File: src/rtl/binary_count_gen_if.sv
// Valid/ready bus carrying the binary count word to the binary_to_gray stage.
// The optional gray copy is present when BCG_GRAY_OUT_EN is defined.
interface binary_count_gen_if #(
    parameter int WIDTH = 4
);
    logic             out_valid;
    logic             out_ready;
    logic [WIDTH-1:0] binary;
    logic             tc;
`ifdef BCG_GRAY_OUT_EN
    logic [WIDTH-1:0] gray;
`endif

    modport master (
        input  out_ready,
        output out_valid,
        output binary,
`ifdef BCG_GRAY_OUT_EN
        output gray,
`endif
        output tc
    );

    modport slave (
        output out_ready,
        input  out_valid,
        input  binary,
`ifdef BCG_GRAY_OUT_EN
        input  gray,
`endif
        input  tc
    );
endinterface

File: src/rtl/binary_count_gen.sv
// Up/down wrap-around counter presenting each count as a valid/ready beat.
// Define BCG_GRAY_OUT_EN to add a registered Gray-coded copy of the count.
module binary_count_gen #(
    parameter int WIDTH     = 4,
    parameter int MAX_COUNT = (1 << WIDTH) - 1
) (
    input  logic               clk,
    input  logic               rst_n,
    input  logic               en,
    input  logic               up_dn,
    input  logic               load,
    input  logic [WIDTH-1:0]   load_val,
    binary_count_gen_if.master ob
);

    localparam logic [WIDTH-1:0] MAX_VAL = WIDTH'(MAX_COUNT);

    typedef enum logic {
        IDLE = 1'b0,
        RUN  = 1'b1
    } state_t;

    state_t           state_reg, state_next;
    logic [WIDTH-1:0] binary_reg, binary_next;
    logic             tc_reg, tc_next;
    logic             valid_next;
    logic             hs;
    logic             wrap;
    logic [WIDTH-1:0] advanced;
    logic [WIDTH-1:0] load_clamped;

    assign hs           = (state_reg == RUN) && ob.out_ready;
    assign load_clamped = (load_val > MAX_VAL) ? MAX_VAL : load_val;

    // Wrap is decided against MAX_VAL, so a non-power-of-two MAX_COUNT never overshoots.
    always_comb begin
        wrap     = 1'b0;
        advanced = binary_reg;
        if (up_dn) begin
            wrap     = (binary_reg == MAX_VAL);
            advanced = wrap ? '0 : binary_reg + WIDTH'(1);
        end else begin
            wrap     = (binary_reg == '0);
            advanced = wrap ? MAX_VAL : binary_reg - WIDTH'(1);
        end
    end

    always_comb begin
        state_next  = state_reg;
        binary_next = binary_reg;
        tc_next     = 1'b0;
        valid_next  = 1'b0;
        case (state_reg)
            IDLE: begin
                if (load) begin
                    binary_next = load_clamped;
                end
                if (en) begin
                    state_next = RUN;
                end
            end
            RUN: begin
                valid_next = 1'b1;
                // Without a handshake the word is frozen: en and load are ignored.
                if (hs) begin
                    if (load) begin
                        binary_next = load_clamped;
                    end else begin
                        binary_next = advanced;
                        tc_next     = wrap;
                    end
                    if (!en) begin
                        state_next = IDLE;
                    end
                end
            end
            default: state_next = IDLE;
        endcase
    end

    always_ff @(posedge clk) begin
        if (!rst_n) begin
            state_reg  <= IDLE;
            binary_reg <= '0;
            tc_reg     <= 1'b0;
        end else begin
            state_reg  <= state_next;
            binary_reg <= binary_next;
            tc_reg     <= tc_next;
        end
    end

    assign ob.out_valid = valid_next;
    assign ob.binary    = binary_reg;
    assign ob.tc        = tc_reg;

`ifdef BCG_GRAY_OUT_EN
    logic [WIDTH-1:0] gray_reg;
    logic [WIDTH-1:0] gray_next;

    // Encoded from binary_next so the gray register lands in the same cycle as binary.
    for (genvar gi = 0; gi < WIDTH; gi++) begin : g_gray
        if (gi == WIDTH - 1) begin : g_msb
            assign gray_next[gi] = binary_next[gi];
        end else begin : g_bit
            assign gray_next[gi] = binary_next[gi] ^ binary_next[gi+1];
        end
    end

    always_ff @(posedge clk) begin
        if (!rst_n) begin
            gray_reg <= '0;
        end else begin
            gray_reg <= gray_next;
        end
    end

    assign ob.gray = gray_reg;
`endif

endmodule

File: src/flat_wrapper.sv
// flat-port wrapper written by rule: the top's interface ports become plain ports
module binary_count_gen_flat 
#(
    parameter int WIDTH     = 4,
    parameter int MAX_COUNT = (1 << WIDTH) - 1
)
  (clk, rst_n, en, up_dn, load, load_val, ob_out_ready, ob_out_valid, ob_binary, ob_tc);
  binary_count_gen_if #(.WIDTH(WIDTH)) ob_i ();
  input  logic clk;
  input  logic rst_n;
  input  logic en;
  input  logic up_dn;
  input  logic load;
  input  logic [WIDTH-1:0] load_val;
  input wire logic [$bits(ob_i.out_ready)-1:0] ob_out_ready;
  output wire logic [$bits(ob_i.out_valid)-1:0] ob_out_valid;
  output wire logic [$bits(ob_i.binary)-1:0] ob_binary;
  output wire logic [$bits(ob_i.tc)-1:0] ob_tc;
  assign ob_i.out_ready = ob_out_ready;
  assign ob_out_valid = ob_i.out_valid;
  assign ob_binary = ob_i.binary;
  assign ob_tc = ob_i.tc;
  binary_count_gen #(.WIDTH(WIDTH), .MAX_COUNT(MAX_COUNT)) u_core (.clk(clk), .rst_n(rst_n), .en(en), .up_dn(up_dn), .load(load), .load_val(load_val), .ob(ob_i));
endmodule
File: config.mk
export PLATFORM = sky130hd
export DESIGN_NAME = binary_count_gen_flat
export DESIGN_NICKNAME = d
export VERILOG_FILES = /design/src/rtl/binary_count_gen_if.sv /design/src/rtl/binary_count_gen.sv /design/src/flat_wrapper.sv
export SDC_FILE = /design/constraint.sdc
export NUM_CORES = 1
export LEC_CHECK = 0
export ABC_AREA = 1
export ABC_CLOCK_PERIOD_IN_PS = 1700
export CORE_AREA = 5 5 42 44
export CTS_BUF_LIST = sky130_fd_sc_hd__clkbuf_4
export DETAILED_ROUTE_END_ITERATION = 10
export DIE_AREA = 0 0 47 49
export DONT_BUFFER_PORTS = 1
export GPL_TIMING_DRIVEN = 0
export RECOVER_POWER = 100
export SLEW_MARGIN = 20
export SYNTH_ARGS = -nofsm -noshare
export SYNTH_HDL_FRONTEND = slang
export SYNTH_SLANG_ARGS = --single-unit
export TNS_END_PERCENT = 1
File: constraint.sdc
create_clock -name clk -period 1.7 [get_ports clk]
set_input_delay 0.34 -clock clk [delete_from_list [all_inputs] [get_ports clk]]
set_output_delay 0.34 -clock clk [all_outputs]
set_load 0.02 [all_outputs]
==> results by group <==
Worst setup path
  • RR Startpoint: u_core.ob.binary[0]$_SDFFE_PN0P_
  • Cell depth of the worst flop-to-flop path: 7
  • FF-to-FF End: u_core.ob.binary[2]$_SDFFE_PN0P_
  • Flop2flop setup slack: 0.19 ns
  • Arr. time, crit path: roughly 1.6 ns
  • Crit Path Class: reg -> reg
  • Crit Path Max Fanout: 7
  • CP startpoint kind: flip-flop
  • Worst setup EP type: flip-flop
  • Worst EP required: between 1.5 and 2 ns

Logic synthesis
  • Yosys reg bits: 6
  • Yosys cell types: 15
  • Mapped Area: 420 um^2
  • Synth warn: 0
  • Synth Instances: 70
  • Syn Area/Cell: 6.01 um^2
  • Net count after synthesis: 82
  • Register area share after synthesis: 28.6%

Layout
  • Final Non-Filler Cells: a little under 90
  • Max reg flops: 4
  • Fin util: 33.0%
  • Layout net count: 87
  • Area growth syn-to-layout: 10.1%
  • Layout cells sized above 1: 9.59%
  • ANT cells: 0

Clock tree
  • Clk_lat worst skew: 0.24 ns
  • Post-CTS setup buffer count: 0
  • CTS tree: yes
  • CTS max path bufs: 2
  • Clock Sinks: 6
  • CTS H-Tree Depth: 1
  • Post-cts sizing count: 0
  • Clock Pin Slew Worst Setup and Hold Paths: 0.04 ns
  • Post-CTS Hold Buffers: 0
  • Total CTS buffers: 3
  • Clk root buf: clkbuf_4

Power and ir drop
  • Sw Share: 31.8%
  • Internal: 261 uW
  • Switching power total: 122 uW
  • Power share of the clock group: 33.2%
  • Seq pwr share: between 40 and 50%
  • Lkg Pwr: 0.000215 uW
  • Max VDD drop: 0.000377 V
  • PwrDens: 828 nW/um^2
  • Gate power share: 19.4%

Flow run
  • Max Cap Violations: 0

GRT
  • GRT Residual Overflow: 0
  • First-pass GRT wire length: 1480 um
  • Vias in the first global route: 363
  • Initial antenna violation count: 0
  • Total GRT Usage: 9.23%
  • Largest net degree at the start of global routing: 9

Route
  • Iteration-0 DRC Markers: 4
  • Avg Vias per Cell: about 4.7
  • Drt first pass iters: 4
  • Residual DRC count: 0
  • WL final: 923 um
  • Via count: 414
  • DRT antenna net count: 0
  • Wire per inst: just over 10 um

Timing
  • Tmin final: 1.51 ns
  • Post-route setup slack: 0.192 ns
  • Peak Freq: 663 MHz
  • TNS Setup: 0 ns
  • Endpoints failing hold: 0
  • Slew Viols, Final: 0
  • Worst slew pin tran: 0.413 ns
  • Final period utilization: 88.7%
  • Hold Worst Slack: 0.238 ns
  • RSZ-0062 raised after global routing: no
  • Final setup vio count: 0
  • Clock Skew: 0.00306 ns
  • Slew HR: 72.4%

Worst hold path
  • Min-delay src: rst_n
  • Hold Crit Depth: 2
  • Worst hold path type: in -> reg
  • Hold worst-path end: u_core.ob.tc$_SDFF_PP0_

Placement
  • Placement Setup Slack: 0.187 ns
  • IO buf count: 0
  • Post-DP HPWL: slightly above 700 um
  • DP Cell Count: 86
  • Gpl congestion: 0.758

Floorplanning
  • Die Span Y: 49 um
  • IO Count: 16
  • Total core area: 1400 um^2
  • Initial Utilization: 30.0%
  • Die width: 47 um
  • Die area: about 2300 um^2
  • Row cnt: 14

Status
  • Outcome: finished clean
synth_stat cells (all sizes together):
cell type,count,area [um^2]
nand2,17,63.8
a22oi,1,7.51
o21ai,4,23.8
nand3,2,10.0
dfxtp,6,120
xor2,1,8.76
o211ai,1,7.51
ha,2,25.0
a21oi,7,35.0
nor2,16,65.1
inv,12,45.0
or2,1,8.76
kinds of logic after synthesis:
group	share of synthesized area (%)
simple gates	35.1
compound gates	17.6
buf+inv	10.7
flops	28.6
fa+ha+maj	5.95
xor+xnor	2.08
cell usage in the layout, fill, tap and decap left out:
master    count
nor2_2        2
dfxtp_1       6
xor2_1        1
o21ai_0       3
clkbuf_4      3
a21oi_1       7
nand3_1       2
a22oi_1       1
ha_1          2
nor2_1       14
o21ai_2       1
or2_4         1
inv_1        12
o211ai_1      1
nand2_1      17
metrics by stage:
| step | instance area (um^2) | power, uW |
|---|---|---|
| global route | 463 | 417 |
| detailed placement | 440 | 259 |
| floorplan | 420 | 243 |
| global placement | 440 | 259 |
| finish | 463 | 383 |
| CTS | 463 | 393 |
worst max path at each step:
stage | from | endpoint | slack (ns) | cells past startpoint
after global routing | u_core.ob.binary[0]$_SDFFE_PN0P_ | u_core.ob.binary[2]$_SDFFE_PN0P_ | 0.05 | 7
after global placement | u_core.ob.binary[0]$_SDFFE_PN0P_ | u_core.ob.binary[2]$_SDFFE_PN0P_ | 0.18 | 7
final | u_core.ob.binary[0]$_SDFFE_PN0P_ | u_core.ob.binary[2]$_SDFFE_PN0P_ | 0.19 | 7
after CTS | u_core.ob.binary[0]$_SDFFE_PN0P_ | u_core.ob.binary[2]$_SDFFE_PN0P_ | 0.17 | 7
after floorplan | u_core.ob.binary[0]$_SDFFE_PN0P_ | u_core.ob.binary[1]$_SDFFE_PN0P_ | 0.33 | 6
after detailed placement | u_core.ob.binary[0]$_SDFFE_PN0P_ | u_core.ob.binary[2]$_SDFFE_PN0P_ | 0.19 | 7
per-layer routing:
layer / up-vias / global-route usage [%] / share of wire (%)
met4: 0 / 8.29 / 3.4
met2: 17 / 8.82 / 36
met1: 167 / 13.0 / 50
met5: - / 0 / 0
met3: 4 / 5.54 / 11
li1: 226 / - / -
power groups by stage:
stage	registers (uW)	clock network, uW	logic, uW
detailed placement	185	0	74.0
global route	184	145	87.7
global placement	185	0	74.2
CTS	183	136	74.5
floorplan	180	0	63.5
finish	182	127	74.3
layout make-up:
type | count | area, um^2
clock buffers | 3 | 22.5
well taps | 16 | 20.0
fillers | 171 | 938
inverters | 12 | 45.0
flip-flops and latches | 6 | 120
multi-input cells | 52 | 255
critical path: stages (launching register included):
cell,delay [ns]
dfxtp_1,0.56
inv_1,0.09
ha_1,0.24
nand2_1,0.07
nand2_1,0.06
xor2_1,0.13
o21ai_0,0.16
a21oi_1,0.08
(Power assumes the default switching activity.)
